## src/rtl/i2s_tdm_out.sv

```systemverilog
// Multi-channel I2S / left-justified TDM serializer clocked by the bit clock.
// One frame is shifted out while at most one more waits in the pending register.
module i2s_tdm_out #(
  parameter int BITS_PRECISION = 24,
  parameter int SLOT_BITS      = 32,
  parameter int CHANNELS       = 2
) (
  input  logic                               sck,
  input  logic                               rst,
  input  logic [CHANNELS*BITS_PRECISION-1:0] frame_data,
  input  logic                               data_valid,
  output logic                               data_ready,
  input  logic                               mode,
  output logic                               ws,
  output logic                               sd,
  output logic                               underrun
);
  localparam int BW = (SLOT_BITS > 1) ? $clog2(SLOT_BITS) : 1;
  localparam int CW = $clog2(CHANNELS);
  localparam logic [BW-1:0] BIT_LAST  = BW'(SLOT_BITS - 1);
  localparam logic [CW-1:0] SLOT_LAST = CW'(CHANNELS - 1);
  localparam logic [CW-1:0] SLOT_HALF = CW'(CHANNELS / 2);

  logic [BW-1:0] r_bitpos;
  logic [CW-1:0] r_slot;
  logic [CHANNELS-1:0][BITS_PRECISION-1:0] r_frame, r_pend;
  logic r_pend_full, r_mode_q, r_ws, r_sd, r_underrun;

  logic                      w_slot_end, w_load, w_take, w_ws;
  logic [CW-1:0]             w_nslot;
  logic [BITS_PRECISION-1:0] w_sample;
  logic [SLOT_BITS-1:0]      w_msbf;

  assign data_ready = !r_pend_full && !rst;
  assign w_take     = data_valid && data_ready;
  assign w_slot_end = (r_bitpos == BIT_LAST);
  assign w_load     = w_slot_end && (r_slot == SLOT_LAST);
  assign w_nslot    = w_slot_end ? ((r_slot == SLOT_LAST) ? '0 : r_slot + 1'b1) : r_slot;
  // I2S looks one bit ahead so ws toggles one sck before the slot MSB.
  assign w_ws       = r_mode_q ? (r_slot >= SLOT_HALF) : (w_nslot >= SLOT_HALF);
  assign w_sample   = r_frame[r_slot];

  // w_msbf[b] is the bit that goes out at bit position b of the current slot.
  for (genvar i = 0; i < SLOT_BITS; i++) begin : g_bit
    if (i < BITS_PRECISION) begin : g_d
      assign w_msbf[i] = w_sample[BITS_PRECISION-1-i];
    end else begin : g_z
      assign w_msbf[i] = 1'b0;
    end
  end

  assign ws       = r_ws;
  assign sd       = r_sd;
  assign underrun = r_underrun;

  always_ff @(posedge sck or posedge rst) begin
    if (rst) begin
      r_bitpos    <= '0;
      r_slot      <= '0;
      r_frame     <= '0;
      r_pend      <= '0;
      r_pend_full <= 1'b0;
      r_mode_q    <= 1'b0;
      r_ws        <= 1'b0;
      r_sd        <= 1'b0;
      r_underrun  <= 1'b0;
    end else begin
      r_bitpos   <= w_slot_end ? '0 : r_bitpos + 1'b1;
      r_slot     <= w_nslot;
      r_ws       <= w_ws;
      r_sd       <= w_msbf[r_bitpos];
      r_underrun <= 1'b0;
      if (w_load) begin
        r_mode_q <= mode;
        if (r_pend_full) begin
          r_frame     <= r_pend;
          r_pend_full <= 1'b0;
        end else if (data_valid) begin
          r_frame <= frame_data;
        end else begin
          r_frame    <= '0;
          r_underrun <= 1'b1;
        end
      end else if (w_take) begin
        r_pend      <= frame_data;
        r_pend_full <= 1'b1;
      end
    end
  end
endmodule
```

## config.mk

```make
export PLATFORM = sky130hd
export DESIGN_NAME = i2s_tdm_out
export DESIGN_NICKNAME = d
export VERILOG_FILES = /design/src/rtl/i2s_tdm_out.sv
export SDC_FILE = /design/constraint.sdc
export NUM_CORES = 1
export LEC_CHECK = 0
export BUFFER_PORTS_ARGS = -buffer_cell sky130_fd_sc_hd__buf_4
export CAP_MARGIN = 40
export CORE_MARGIN = 1.5
export CORE_UTILIZATION = 25
export CTS_CLUSTER_SIZE = 40
export DETAILED_ROUTE_END_ITERATION = 8
export PLACE_DENSITY = 0.4
export SLEW_MARGIN = 20
export SYNTH_ARGS = -nofsm -noshare
export SYNTH_HDL_FRONTEND = slang
export SYNTH_SLANG_ARGS = --single-unit
```

## constraint.sdc

```tcl
create_clock -name sck -period 5.4 [get_ports sck]
set_clock_uncertainty 0.05 [all_clocks]
set_input_delay 0 -clock sck [delete_from_list [all_inputs] [get_ports sck]]
set_output_delay 0 -clock sck [all_outputs]
set_load 0.01 [all_outputs]
```

==> impl_metrics.env <==
export IMPL_slew_violations=0
export IMPL_start_util=0.254
export IMPL_root_buffer="clkbuf_16"
export IMPL_synth_xor_area_frac=0.00355
export IMPL_n_antenna_cell=0
export IMPL_vdd_drop_max_mv=0.161
export IMPL_top_layer_used="met4"
export IMPL_yosys_area_share_simple=0.118
export IMPL_netlist_area_um2=4930
export IMPL_placed_cell_area_um2=5600
export IMPL_syn_to_final_growth_pct=30.4
export IMPL_overflow=0
export IMPL_postCtsSetupRepairBufs=0
export IMPL_rsz0062_at_grt="no"
export IMPL_crit_buf_inv=1
export IMPL_synth_distinct_cells=30
export IMPL_synth_top_area_cell="dfrtp_1"
export IMPL_chipHeight_um=143
export IMPL_die_area_um2=20600
export IMPL_sw_frac_of_total=0.265
export IMPL_finalWorstPathRequiredPeriod_ns=2.88
export IMPL_synth_edf_count=0
export IMPL_p_comb_frac=0.209
export IMPL_synth_area_leaders="dfrtp_1, mux2_2, a21oi_1"
export IMPL_cp_arrival_ns=3.06
export IMPL_via_count=3620
export IMPL_dp_slack_ns=2.50
export IMPL_setup_viol=0
export IMPL_power_mw=2.23
export IMPL_cpLargestDelayFamily="simple AND/OR/NAND/NOR gates"
export IMPL_port_buffers=55
export IMPL_numCtsBuffers=9
export IMPL_dp_cells=761
export IMPL_htreeDepth=3
export IMPL_place_congestion=0.736
export IMPL_drt_met1_wl_um=5380
export IMPL_critPathKind="flop to flop"
export IMPL_drc=0
export IMPL_clk_pin_slew_ns=0.07
export IMPL_yosysWarnings=0
export IMPL_status="complete, no violations"
export IMPL_first_iter_violations=177
export IMPL_rows=51
export IMPL_cp_common_cell="ha_1"
export IMPL_dr_wl_met2_um=5960
export IMPL_slowest_delay_ns=0.66
export IMPL_synth_fa_ha_area_frac=0.0101
export IMPL_slew_headroom=0.517
export IMPL_cts_tree="done"
export IMPL_finalWorstSetupSlack_ns=2.52
export IMPL_coreArea_um2=19400
export IMPL_syn_num_nets=528
export IMPL_cap_violations=0
export IMPL_drive_gt1_frac=0.236
export IMPL_wl_per_cell_um=14.2
export IMPL_first_pass_iters=4
export IMPL_ios=56
export IMPL_fin_nets=614
export IMPL_finalWirelength_um=11800
export IMPL_async_flop_share=1.00
export IMPL_powerDensity_nw_per_um2=346
export IMPL_worstPathCellList="ha_1 > and3_1 > ha_1 > ha_1 > inv_1 > and3_4 > mux2_2"
export IMPL_crit_required_ns=5.58
export IMPL_via_per_inst=4.37
export IMPL_pwr_share_clk=0.307
export IMPL_cts_buffer_depth=2
export IMPL_synth_yosys_seq_area_share=0.543
export IMPL_syn_avg_cell_area_um2=10.4
export IMPL_seqPwrFrac=0.484
export IMPL_startpoint_type="flop"
export IMPL_synthTopCellsByCount="dfrtp_1, nor2_1, a21oi_1"
export IMPL_antenna_found_initial=0
export IMPL_internal_power_mw=1.63
export IMPL_finalSetupTns_ns=0
export IMPL_synthFlopType="dfrtp_1"
export IMPL_post_cts_resized=0
export IMPL_finalInstanceArea_um2=6430
export IMPL_synth_top_family_by_area="multiplexers"
export IMPL_final_hold_viol_count=0
export IMPL_grt_pass1_vias=3603
export IMPL_synth_compound_area_frac=0.117
export IMPL_track_usage=0.123
export IMPL_post_synth_top_area_fraction=0.543
export IMPL_critPathSlowestCell="and3_4"
export IMPL_insertion_delay_ns=0.35
export IMPL_postRouteAntennaNets=0
export IMPL_crit_fanout=49
export IMPL_crit_path_end_kind="flop"
export IMPL_die_w_um=143
export IMPL_synthMuxAreaShare=0.175
export IMPL_worstHoldPathType="primary input to flop"
export IMPL_whs_ns=0.192
export IMPL_synth_most_common_cell="dfrtp_1"
export IMPL_post_dp_hpwl_um=7840
export IMPL_synth_seq_cells=107
export IMPL_tightest_slew_ns=0.725
export IMPL_leakagePower_nw=2.57
export IMPL_dr_wl_met3_um=256
export IMPL_post_route_util=0.332
export IMPL_grt_max_degree=92
export IMPL_max_freq_mhz=347
export IMPL_grt_pass1_wl_um=19200
export IMPL_power_switching_uw=591
export IMPL_fin_crit_sh=0.534
export IMPL_post_synth_inst_count=472
export IMPL_finalNonFillerCells=828
export IMPL_cts_num_sinks=107
## final cells by class
type | instances | area [µm²]
clock inverter | 4 | 50.0
fill | 2025 | 13000
inverter | 2 | 10.0
clock buffer | 12 | 256
sequential | 107 | 2680
multi-input combinational | 326 | 2100
timing repair buffer | 112 | 1010
tap | 265 | 332
## worst register-to-register path, cell delays in order, from the launching register on
cell	delay [ns]
dfrtp_1	0.59
ha_1	0.34
and3_1	0.21
ha_1	0.21
ha_1	0.18
inv_1	0.07
and3_4	0.66
mux2_2	0.45
## sequential cells by signal, summed over array words and instances, names as in the netlist
name         count
ws               1
r_pend          48
r_mode_q         1
underrun         1
r_pend_full      1
sd               1
r_bitpos         5
r_slot           1
r_frame         48
## routing by layer
| layer | track usage | vias to the layer above |
|---|---|---|
| met5 | 0 | - |
| met4 | 0.0451 | 0 |
| met3 | 0.0200 | 11 |
| met2 | 0.207 | 37 |
| met1 | 0.158 | 1780 |
| li1 | - | 1792 |
## cell usage in the layout (no fill, tap or decap), types with 2 or more instances in the layout
cell	count
a211oi_1	2
a21o_1	2
a21oi_1	90
a22oi_1	8
buf_4	59
clkbuf_16	9
clkbuf_8	2
clkinvlp_4	2
dfrtp_1	106
dlygate4sd3_1	50
ha_1	4
mux2_2	50
mux2i_1	7
mux4_1	7
mux4_2	2
nand2_1	41
nand3_1	2
nand3b_1	3
nor2_1	94
nor2b_1	3
## power by group through the flow
stage                     logic [mW]  registers [mW]  clock network [mW]
after floorplan                0.328            1.06                   0
after global placement         0.428            1.08                   0
after detailed placement       0.439            1.09                   0
after CTS                      0.470            1.08               0.702
after global routing           0.518            1.10               0.736
final                          0.464            1.08               0.684
## path summary, 6_finish.rpt
kind | startpoint | slack, ns | end | depth (start not counted)
hold reg to reg | r_pend[8]$_DFFE_PP0P_ | 0.46 | r_pend[8]$_DFFE_PP0P_ | 1
hold / removal | data_valid | 0.19 | underrun$_DFF_PP0_ | 2
max in group asynchronous | rst | 4.02 | r_pend[5]$_DFFE_PP0P_ | 5
min in group asynchronous | rst | 0.21 | underrun$_DFF_PP0_ | 3
setup reg to reg | r_bitpos[0]$_DFF_PP0_ | 2.52 | r_pend[9]$_DFFE_PP0P_ | 7
setup / recovery | r_bitpos[0]$_DFF_PP0_ | 2.52 | r_pend[9]$_DFFE_PP0P_ | 7
## what timing repair did
action,CTS,global route
hold endpoints to repair,99,0
hold buffers,50,0
endpoints found under the setup margin,0,0
## kinds of logic after synthesis
kind of cell / after synthesis
adders and majority gates: 4
xor gates and xnor gates: 2
and+or+nand+nor: 147
buffers and inverters: 39
DFF: 107
AOI/OAI and AO/OA: 107
muxes: 66
Power figures use the tool's default switching activity.
